$ cat src/rtl/mc_ctrl_pkg.sv
// Shared constants for the multi-cycle MIPS-subset controller:
// opcode/func values, state encodings, datapath select encodings and decode classes.
package mc_ctrl_pkg;

   localparam int unsigned OP_W  = 6;
   localparam int unsigned ST_W  = 3;
   localparam int unsigned SEL_W = 3;
   localparam int unsigned CNT_W = 32;

   // Primary opcodes (IR[31:26])
   localparam logic [OP_W-1:0] OP_RTYPE = 6'h00;
   localparam logic [OP_W-1:0] OP_J     = 6'h02;
   localparam logic [OP_W-1:0] OP_JAL   = 6'h03;
   localparam logic [OP_W-1:0] OP_BEQ   = 6'h04;
   localparam logic [OP_W-1:0] OP_ORI   = 6'h0D;
   localparam logic [OP_W-1:0] OP_LUI   = 6'h0F;
   localparam logic [OP_W-1:0] OP_LW    = 6'h23;
   localparam logic [OP_W-1:0] OP_SW    = 6'h2B;

   // R-type function codes (IR[5:0])
   localparam logic [OP_W-1:0] FN_SLL  = 6'h00;
   localparam logic [OP_W-1:0] FN_JR   = 6'h08;
   localparam logic [OP_W-1:0] FN_JALR = 6'h09;
   localparam logic [OP_W-1:0] FN_ADD  = 6'h20;
   localparam logic [OP_W-1:0] FN_SUB  = 6'h22;

   typedef enum logic [ST_W-1:0] {
      ST_FETCH  = 3'd0,
      ST_DECODE = 3'd1,
      ST_EXEC   = 3'd2,
      ST_MEM    = 3'd3,
      ST_WB     = 3'd4
   } state_e;

   // Next-PC source
   localparam logic [SEL_W-1:0] NPC_PC4  = 3'b000;
   localparam logic [SEL_W-1:0] NPC_BEQ  = 3'b001;
   localparam logic [SEL_W-1:0] NPC_JUMP = 3'b010;
   localparam logic [SEL_W-1:0] NPC_RS   = 3'b011;

   // Register-file write address source
   localparam logic [SEL_W-1:0] WRA3_RT = 3'b000;
   localparam logic [SEL_W-1:0] WRA3_RD = 3'b001;
   localparam logic [SEL_W-1:0] WRA3_RA = 3'b010;

   // Register-file write data source
   localparam logic [SEL_W-1:0] WD_ALU = 3'b000;
   localparam logic [SEL_W-1:0] WD_MDR = 3'b001;
   localparam logic [SEL_W-1:0] WD_PC  = 3'b010;

   // ALU operations
   localparam logic [SEL_W-1:0] ALU_ADD = 3'b000;
   localparam logic [SEL_W-1:0] ALU_SUB = 3'b001;
   localparam logic [SEL_W-1:0] ALU_OR  = 3'b010;
   localparam logic [SEL_W-1:0] ALU_LUI = 3'b011;
   localparam logic [SEL_W-1:0] ALU_SLL = 3'b100;

   // One-hot instruction class; link qualifies jump/jreg, alu_op qualifies alu_r/alu_i
   typedef struct packed {
      logic              alu_r;
      logic              alu_i;
      logic              load;
      logic              store;
      logic              branch;
      logic              jump;
      logic              jreg;
      logic              illegal;
      logic              link;
      logic [SEL_W-1:0]  alu_op;
   } dec_t;

   // Instructions that finish in DECODE
   function automatic logic ends_in_decode(input dec_t d);
      return d.jump | d.jreg | d.illegal;
   endfunction

endpackage

$ cat src/rtl/mc_ctrl_fsm_decode.sv
// Combinational opcode/func classifier feeding the controller FSM.
module mc_ctrl_decode
   import mc_ctrl_pkg::*;
(
   input  logic [OP_W-1:0] opcode,
   input  logic [OP_W-1:0] func,
   output dec_t            dec_c
);

   // func is only meaningful for R-type; every other opcode ignores it
   always_comb begin
      dec_c = '0;
      unique case (opcode)
         OP_RTYPE: begin
            unique case (func)
               FN_ADD: begin
                  dec_c.alu_r  = 1'b1;
                  dec_c.alu_op = ALU_ADD;
               end
               FN_SUB: begin
                  dec_c.alu_r  = 1'b1;
                  dec_c.alu_op = ALU_SUB;
               end
               FN_SLL: begin
                  dec_c.alu_r  = 1'b1;
                  dec_c.alu_op = ALU_SLL;
               end
               FN_JR: begin
                  dec_c.jreg = 1'b1;
               end
               FN_JALR: begin
                  dec_c.jreg = 1'b1;
                  dec_c.link = 1'b1;
               end
               default: dec_c.illegal = 1'b1;
            endcase
         end
         OP_ORI: begin
            dec_c.alu_i  = 1'b1;
            dec_c.alu_op = ALU_OR;
         end
         OP_LUI: begin
            dec_c.alu_i  = 1'b1;
            dec_c.alu_op = ALU_LUI;
         end
         OP_LW:  dec_c.load   = 1'b1;
         OP_SW:  dec_c.store  = 1'b1;
         OP_BEQ: dec_c.branch = 1'b1;
         OP_J:   dec_c.jump   = 1'b1;
         OP_JAL: begin
            dec_c.jump = 1'b1;
            dec_c.link = 1'b1;
         end
         default: dec_c.illegal = 1'b1;
      endcase
   end

endmodule

$ cat src/rtl/mc_ctrl_fsm.sv
// Multi-cycle main controller: FETCH/DECODE/EXEC/MEM/WB sequencing of a shared datapath.
// Optional PERF_CNT_EN adds free-running cycle and retired-instruction counters.
module mc_ctrl_fsm
   import mc_ctrl_pkg::*;
#(
   parameter logic [ST_W-1:0] RESET_STATE = 3'd0
)(
   input  logic             clk,
   input  logic             reset,
   input  logic [OP_W-1:0]  opcode,
   input  logic [OP_W-1:0]  func,
   input  logic             zero,
   output logic             PCWr,
   output logic             IRWr,
   output logic [SEL_W-1:0] NPCOp,
   output logic             RFWr,
   output logic [SEL_W-1:0] WRA3Sel,
   output logic [SEL_W-1:0] WDSel,
   output logic [SEL_W-1:0] ALUOp,
   output logic             BSel,
   output logic             EXTOp,
   output logic             DMWr,
   output logic             instr_done,
   output logic [ST_W-1:0]  state
`ifdef PERF_CNT_EN
   ,
   output logic [CNT_W-1:0] cycle_cnt,
   output logic [CNT_W-1:0] instr_cnt
`endif
);

   state_e state_q, state_d;
   dec_t   dec;

   mc_ctrl_decode u_decode (
      .opcode (opcode),
      .func   (func),
      .dec_c  (dec)
   );

   always_ff @(posedge clk) begin
      if (reset) state_q <= state_e'(RESET_STATE);
      else       state_q <= state_d;
   end

   assign state = ST_W'(state_q);

   // Next state and per-state datapath controls
   always_comb begin
      state_d    = ST_FETCH;
      PCWr       = 1'b0;
      IRWr       = 1'b0;
      NPCOp      = NPC_PC4;
      RFWr       = 1'b0;
      WRA3Sel    = WRA3_RT;
      WDSel      = WD_ALU;
      ALUOp      = ALU_ADD;
      BSel       = 1'b0;
      EXTOp      = 1'b0;
      DMWr       = 1'b0;
      instr_done = 1'b0;

      unique case (state_q)
         ST_FETCH: begin
            IRWr    = 1'b1;
            PCWr    = 1'b1;
            NPCOp   = NPC_PC4;
            state_d = ST_DECODE;
         end

         ST_DECODE: begin
            if (dec.jump) begin
               PCWr  = 1'b1;
               NPCOp = NPC_JUMP;
               if (dec.link) begin
                  RFWr    = 1'b1;
                  WRA3Sel = WRA3_RA;
                  WDSel   = WD_PC;
               end
            end else if (dec.jreg) begin
               // PC takes rs from the A latch, so a jalr with rd==rs still jumps to the old value
               PCWr  = 1'b1;
               NPCOp = NPC_RS;
               if (dec.link) begin
                  RFWr    = 1'b1;
                  WRA3Sel = WRA3_RD;
                  WDSel   = WD_PC;
               end
            end
            if (ends_in_decode(dec)) begin
               instr_done = 1'b1;
               state_d    = ST_FETCH;
            end else begin
               state_d    = ST_EXEC;
            end
         end

         ST_EXEC: begin
            if (dec.alu_r) begin
               ALUOp   = dec.alu_op;
               BSel    = 1'b0;
               state_d = ST_WB;
            end else if (dec.alu_i) begin
               ALUOp   = dec.alu_op;
               BSel    = 1'b1;
               EXTOp   = 1'b0;
               state_d = ST_WB;
            end else if (dec.load || dec.store) begin
               ALUOp   = ALU_ADD;
               BSel    = 1'b1;
               EXTOp   = 1'b1;
               state_d = ST_MEM;
            end else if (dec.branch) begin
               ALUOp      = ALU_SUB;
               BSel       = 1'b0;
               PCWr       = zero;
               NPCOp      = NPC_BEQ;
               EXTOp      = 1'b1;
               instr_done = 1'b1;
               state_d    = ST_FETCH;
            end else begin
               state_d = ST_FETCH;
            end
         end

         ST_MEM: begin
            if (dec.store) begin
               DMWr       = 1'b1;
               instr_done = 1'b1;
               state_d    = ST_FETCH;
            end else if (dec.load) begin
               state_d = ST_WB;
            end else begin
               state_d = ST_FETCH;
            end
         end

         ST_WB: begin
            RFWr       = 1'b1;
            instr_done = 1'b1;
            if (dec.alu_r) begin
               WRA3Sel = WRA3_RD;
               WDSel   = WD_ALU;
            end else if (dec.load) begin
               WRA3Sel = WRA3_RT;
               WDSel   = WD_MDR;
            end else begin
               WRA3Sel = WRA3_RT;
               WDSel   = WD_ALU;
            end
            state_d = ST_FETCH;
         end

         default: state_d = ST_FETCH;
      endcase

      // A reset cycle abandons the instruction: no architectural write may happen
      if (reset) begin
         PCWr       = 1'b0;
         IRWr       = 1'b0;
         RFWr       = 1'b0;
         DMWr       = 1'b0;
         instr_done = 1'b0;
      end
   end

`ifdef PERF_CNT_EN
   logic [CNT_W-1:0] cycle_cnt_q, cycle_cnt_d;
   logic [CNT_W-1:0] instr_cnt_q, instr_cnt_d;

   always_comb begin
      cycle_cnt_d = cycle_cnt_q + CNT_W'(1);
      instr_cnt_d = instr_cnt_q + CNT_W'(instr_done);
   end

   always_ff @(posedge clk) begin
      if (reset) begin
         cycle_cnt_q <= '0;
         instr_cnt_q <= '0;
      end else begin
         cycle_cnt_q <= cycle_cnt_d;
         instr_cnt_q <= instr_cnt_d;
      end
   end

   assign cycle_cnt = cycle_cnt_q;
   assign instr_cnt = instr_cnt_q;
`endif

endmodule

$ cat config.mk
export PLATFORM = sky130hd
export DESIGN_NAME = mc_ctrl_fsm
export DESIGN_NICKNAME = d
export VERILOG_FILES = /design/src/rtl/mc_ctrl_pkg.sv /design/src/rtl/mc_ctrl_fsm_decode.sv /design/src/rtl/mc_ctrl_fsm.sv
export SDC_FILE = /design/constraint.sdc
export NUM_CORES = 1
export LEC_CHECK = 0
export ABC_AREA = 1
export BUFFER_PORTS_ARGS = -buffer_cell sky130_fd_sc_hd__clkbuf_2
export CORE_AREA = 3 3 42 44
export DETAILED_ROUTE_END_ITERATION = 16
export DIE_AREA = 0 0 45 47
export GPL_TIMING_DRIVEN = 1
export PLACE_DENSITY = 0.9
export SKIP_LAST_GASP = 1
export SLEW_MARGIN = 40
export SYNTH_ARGS = -nofsm -noshare
export SYNTH_HDL_FRONTEND = slang
export SYNTH_SLANG_ARGS = --single-unit
$ cat constraint.sdc
create_clock -name clk -period 3.4 [get_ports clk]
set_input_delay 0.34 -clock clk [delete_from_list [all_inputs] [get_ports clk]]
set_output_delay 0.34 -clock clk [all_outputs]
set_load 0.05 [all_outputs]
==> flow_summary.toml, run 1 <==
[sta]
fmax_ghz = 0.488
slew_viol_final = 0
finClkSkew_ps = 9.56
fin_ws_ps = 1350
rsz0062_at_grt = "no"
fin_crit_sh_pct = 60.3
hold_viol_final = 0
fin_setup_tns_ps = 0
finalSetupViolations = 0
fin_crit_ps = 2050

[synthesis]
synth_area_leaders = "dfxtp_1, nor2_1, nand2_1"
syn_area_um2 = 637
synthFlopType = "dfxtp_1"
synth_top_area_share_pct = 9.43
yosysTopAreaCell = "dfxtp_1"
avgSynthCellArea_um2 = 6.50
yosys.cell_types.count = 27
synth-seq-cells = 3
syn_inst = 98
async_flop_share_pct = 0
yosysSeqAreaShare_pct = 9.43
synth_edf_count = 0
ys_warn_count = 0

[clock_network]
cts_root_buf = "clkbuf_4"
htreeDepth = 1
hold_buffers = 0
post_cts_resized = 0
insertion_delay_ps = 240
postCtsSetupBuffers = 0
cts_tree = "yes"
clockBufferDepth = 2
cts_buffers = 3
clock_sinks = 3
clkTransAtPathRegs_ps = 40

[power]
p_per_area_nw_per_um2 = 205
p_int_uw = 97.8
netSwitchingFraction_pct = 42.5
p_clk_share_pct = 38.4
p_leak_uw = 0.000465
ir_worst_vdd_mv = 0.0951
pwr-share-seq_pct = 22.0
p_sw_uw = 72.2
combinationalPowerShare_pct = 39.6

[critical_path]
crit_arrival_ps = 1710
critPathLaunch = "state[2]$_SDFF_PP0_"
critical_path_class = "reg2out"
worst_setup_path_end_kind = "output pin"
reg2reg_slack_ps = 2160
cp_data_required_time_ps = 3060
worstReg2RegStart = "state[1]$_SDFF_PP0_"
ff2ff_path_depth = 4
start_kind = "register"
crit_slowest_cell = "dfxtp_1"
reg2reg_to = "state[0]$_SDFF_PP0_"
path_cells = "nor3_4, nand4_1, nand3_1, nor2_1, nor2_1, clkbuf_2"
crit_end = "PCWr"
timing.critical_path.mode_cell = "nor2_1"
cp_max_fo = 6
cp_slowest_stage_delay_ps = 360

[drt]
drc = 0
ant_nets = 0
firstDrtPassIters = 4
via_per_inst = 5.01
wl_um = 1630
via_count = 747
drtIter0Drc = 20
wire_per_inst_um = 10.9

[place]
placed_cells = 145
place_hpwl_um = 1440
portBuffers = 33
routabilityCongestion = 0.864
dpl_worst_slack_ps = 1530
placed_area_um2 = 803

[grt]
busiest_layer = "met2"
grt_usage_pct = 15.9
grtUsageMet2_pct = 31.9
grt_antenna_before_repair = 0
grt_start_max_net_pins = 9
grt_pass1_wl_um = 2540
grt_pass1_vias = 657
met3_usage_pct = 1.15
grtUsageMet1_pct = 17.2
grt_overflow = 0

[floorplanning]
boundaryPins = 37
die_area_um2 = 2120
start_util_pct = 43.3
rows = 14
core_area_um2 = 1470
die_h_um = 47
die-width_um = 45

[flow_run]
max_cap_viol_count = 0

[layout]
final_cell_mix = "clkbuf_2, nor2_1, nand2_1"
final_common_cell = "clkbuf_2"
fin_cells = 149
nNetsFinal = 149
n_fill_cell = 151
n_antenna_cell = 0
area_growth_pct = 30.3
largest_register_ffs = 3
fin_area_um2 = 830
drive_gt1_share_pct = 48.9

[outcome]
outcome = "finished, final reports clean"

[worst_hold_path]
min_path_type = "in2reg"
[logic make-up (layout without fill, tap and decap cells)]
kind of cell | count (synthesis) | in the layout | share of synthesized area [%]
simple gates | 63 | 63 | 63.7
buf+inv | 18 | 51 | 12.4
compound gates | 13 | 13 | 13.9
flops | 3 | 3 | 9.43
other cells | 1 | 3 | 0.589
[per-stage QoR]
step	power, uW	hold WS (ps)	utilization (%)
after global routing	180	389	56.4
after CTS	171	367	56.4
after global placement	103	619	54.6
after floorplan	87.1	558	-
after detailed placement	105	615	54.6
final	170	372	56.4
[synth_stat cells (2+ instances only)]
cell type / count
a21oi_1: 5
nand3_4: 2
nor3_1: 2
inv_2: 3
a21oi_2: 3
nand3_2: 2
buf_4: 3
dfxtp_1: 3
nand2_1: 13
o21ai_2: 2
nor2_4: 3
nand4_1: 5
nor2_1: 15
nand2_2: 2
nand2_4: 4
nor2_2: 4
nand3_1: 7
inv_1: 11
[critical path, delay by kind of cell, from the launching register on]
family / cells / cell delay [ps]
buf+inv: 1 / 280
simple gates: 5 / 810
flops: 1 / 360
[final cells by class]
type / instances / area (um^2) / share of cell area [%]
repair buffers: 33 / 165 / 19.9
well taps: 16 / 20.0 / 2.41
flip-flops and latches: 3 / 60.1 / 7.24
multi-input cells: 79 / 505 / 60.9
clock buffers: 4 / 26.3 / 3.17
inverters: 14 / 52.6 / 6.33
[power by group through the flow]
stage	Combinational (uW)	Clock, uW	Sequential (uW)
finish	67.3	65.2	37.5
floorplan	45.4	0	41.6
global route	72.7	69.5	37.5
detailed placement	67.0	0	38.1
CTS	67.2	65.8	37.5
global placement	65.2	0	38.0
[routing by layer]
| metal | up-vias | routed length (um) |
|---|---|---|
| li1 | 387 | - |
| met1 | 333 | 644 |
| met2 | 25 | 889 |
| met3 | 2 | 89 |
| met4 | 0 | 5 |
| met5 | - | 0 |
[worst min-delay path by stage]
stage,from,to,slack (ps),cells past startpoint
after global placement,state[0]$_SDFF_PP0_,state[2]$_SDFF_PP0_,620,4
after detailed placement,state[0]$_SDFF_PP0_,state[2]$_SDFF_PP0_,620,4
after global routing,reset,state[2]$_SDFF_PP0_,390,2
after floorplan,opcode[3],state[2]$_SDFF_PP0_,560,3
after CTS,reset,state[2]$_SDFF_PP0_,370,2
final,reset,state[2]$_SDFF_PP0_,370,2
No activity file was read; power rests on OpenSTA's default activity.
==> run 2: changes to the inputs <==
CORE_AREA = 3 3 45 47   (was 3 3 42 44)
DIE_AREA = 0 0 48 50   (was 0 0 45 47)
PLACE_DENSITY = 0.83   (was 0.9)
clock period = 1.7 ns   (was 3.4 ns; I/O delays follow)
==> run 2 against run 1 <==
The flow now finishes with violations (negative setup slack). Cell area increased by 16%. Critical endpoint unchanged. Combinational power increased by 130%. Largest cell class unchanged. Wire length increased by 14%.
==> flow_summary.toml, run 2 (synthesis gave the netlist of run 1 again) <==
[drt]
ant_nets = 0
drc = 0
wire_per_inst_um = 12.3
via_count = 777
drtIter0Drc = 20
firstDrtPassIters = 4
via_per_inst = 5.15
wl_um = 1850

[outcome]
outcome = "complete, but fails checks"
violations = "negative setup slack"

[layout]
fin_cells = 151
n_antenna_cell = 0
final_cell_mix = "clkbuf_2, nor2_1, nand2_1"
final_common_cell = "clkbuf_2"
regArea_um2 = 68.8
multiInputGateArea_um2 = 573
drive_gt1_share_pct = 59.7
largest_register_ffs = 3
area_growth_pct = 51.1
n_fill_cell = 153
nNetsFinal = 150

[sta]
rsz0062_at_grt = "yes"
hold_slack_ps = 249
hold_viol_final = 0
fin_ws_ps = -3.83
finClkSkew_ps = 1.54
finalSetupViolations = 1
fmax_ghz = 0.587
fin_crit_ps = 1700
fin_setup_tns_ps = -3.83
slew_viol_final = 0
fin_crit_sh_pct = 100

[floorplanning]
die-width_um = 48
die_area_um2 = 2400
core_area_um2 = 1690
boundaryPins = 37
rows = 15
die_h_um = 50
start_util_pct = 37.7

[grt]
grt_overflow = 0
grt_pass1_vias = 720
grt_usage_pct = 15.6
grt_antenna_before_repair = 0
grt_pass1_wl_um = 2860
grt_start_max_net_pins = 9

[critical_path]
cp_max_fo = 4
critPathBufInv = 2
cp_data_required_time_ps = 1530
path_delay_family = "simple AND/OR/NAND/NOR gates"
crit_slowest_cell = "dfxtp_4"
start_kind = "register"
worst_setup_path_end_kind = "output pin"
cp_slowest_stage_delay_ps = 360
path_cells = "inv_4, nor3_4, nand4_1, nand3_2, nor2_2, nor2_4, buf_8"
critical_path_class = "reg2out"
crit_arrival_ps = 1530

[clock_network]
clockBufferDepth = 2
cts_tree = "yes"
postCtsSetupBuffers = 0
insertion_delay_ps = 230
clock_sinks = 3
hold_buffers = 0
htreeDepth = 1
clkTransAtPathRegs_ps = 40
cts_buffers = 3
cts_root_buf = "clkbuf_4"

[place]
placed_cells = 147
dpl_worst_slack_ps = 113
portBuffers = 33
routabilityCongestion = 0.879
place_hpwl_um = 1510

[flow_run]
max_cap_viol_count = 0

[power]
ir_worst_vdd_mv = 0.203
fin_total_pwr_uw = 359
p_per_area_nw_per_um2 = 373
p_leak_uw = 0.000514

[worst_hold_path]
min_path_type = "in2reg"
-- run 2: report_power, final --
part	internal (uW)	total, uW	switching [uW]	leakage, uW
Clock	88.1	127	39.3	0.0000150
Sequential	71.3	74.6	3.31	0.0000263
Combinational	47.6	157	109	0.000472
-- run 2: layer usage --
layer | share of wire, % | GRT usage [%] | routed length, um | vias up
met5 | 0 | 0 | 0 | -
met4 | 0.76 | 6.28 | 14 | 0
met3 | 7.5 | 0.365 | 139 | 2
met2 | 53 | 27.1 | 981 | 39
met1 | 39 | 19.0 | 716 | 344
li1 | - | - | - | 392
-- run 2: layout make-up --
cell class / count / area share (%)
sequential: 3 / 7.15
inverter: 14 / 5.72
tap: 17 / 2.21
multi-input combinational: 79 / 59.6
clock buffer: 4 / 2.73
timing repair buffer: 34 / 22.6
-- run 2: final timing paths --
check	slack, ps	startpoint	depth (start not counted)	endpoint
max	-4	state[0]$_SDFF_PP0_	7	PCWr
min	250	reset	2	state[2]$_SDFF_PP0_
max reg2reg	530	state[2]$_SDFF_PP0_	5	state[0]$_SDFF_PP0_
min reg2reg	620	state[2]$_SDFF_PP0_	2	state[1]$_SDFF_PP0_
-- run 2: repair_timing --
action / 4_1_cts / 5_1_grt
resized for setup: 10 / 19
endpoints found under the setup margin: 6 / 7
pin swaps: 2 / 4
-- run 2: metrics by stage --
| stage | area (um^2) | util [%] |
|---|---|---|
| 6_report | 962 | 57.0 |
| 5_1_grt | 962 | 57.0 |
| 4_1_cts | 932 | 55.2 |
| 3_5_place_dp | 863 | 51.1 |
| 3_3_place_gp | 863 | 51.1 |
| 2_1_floorplan | 696 | - |
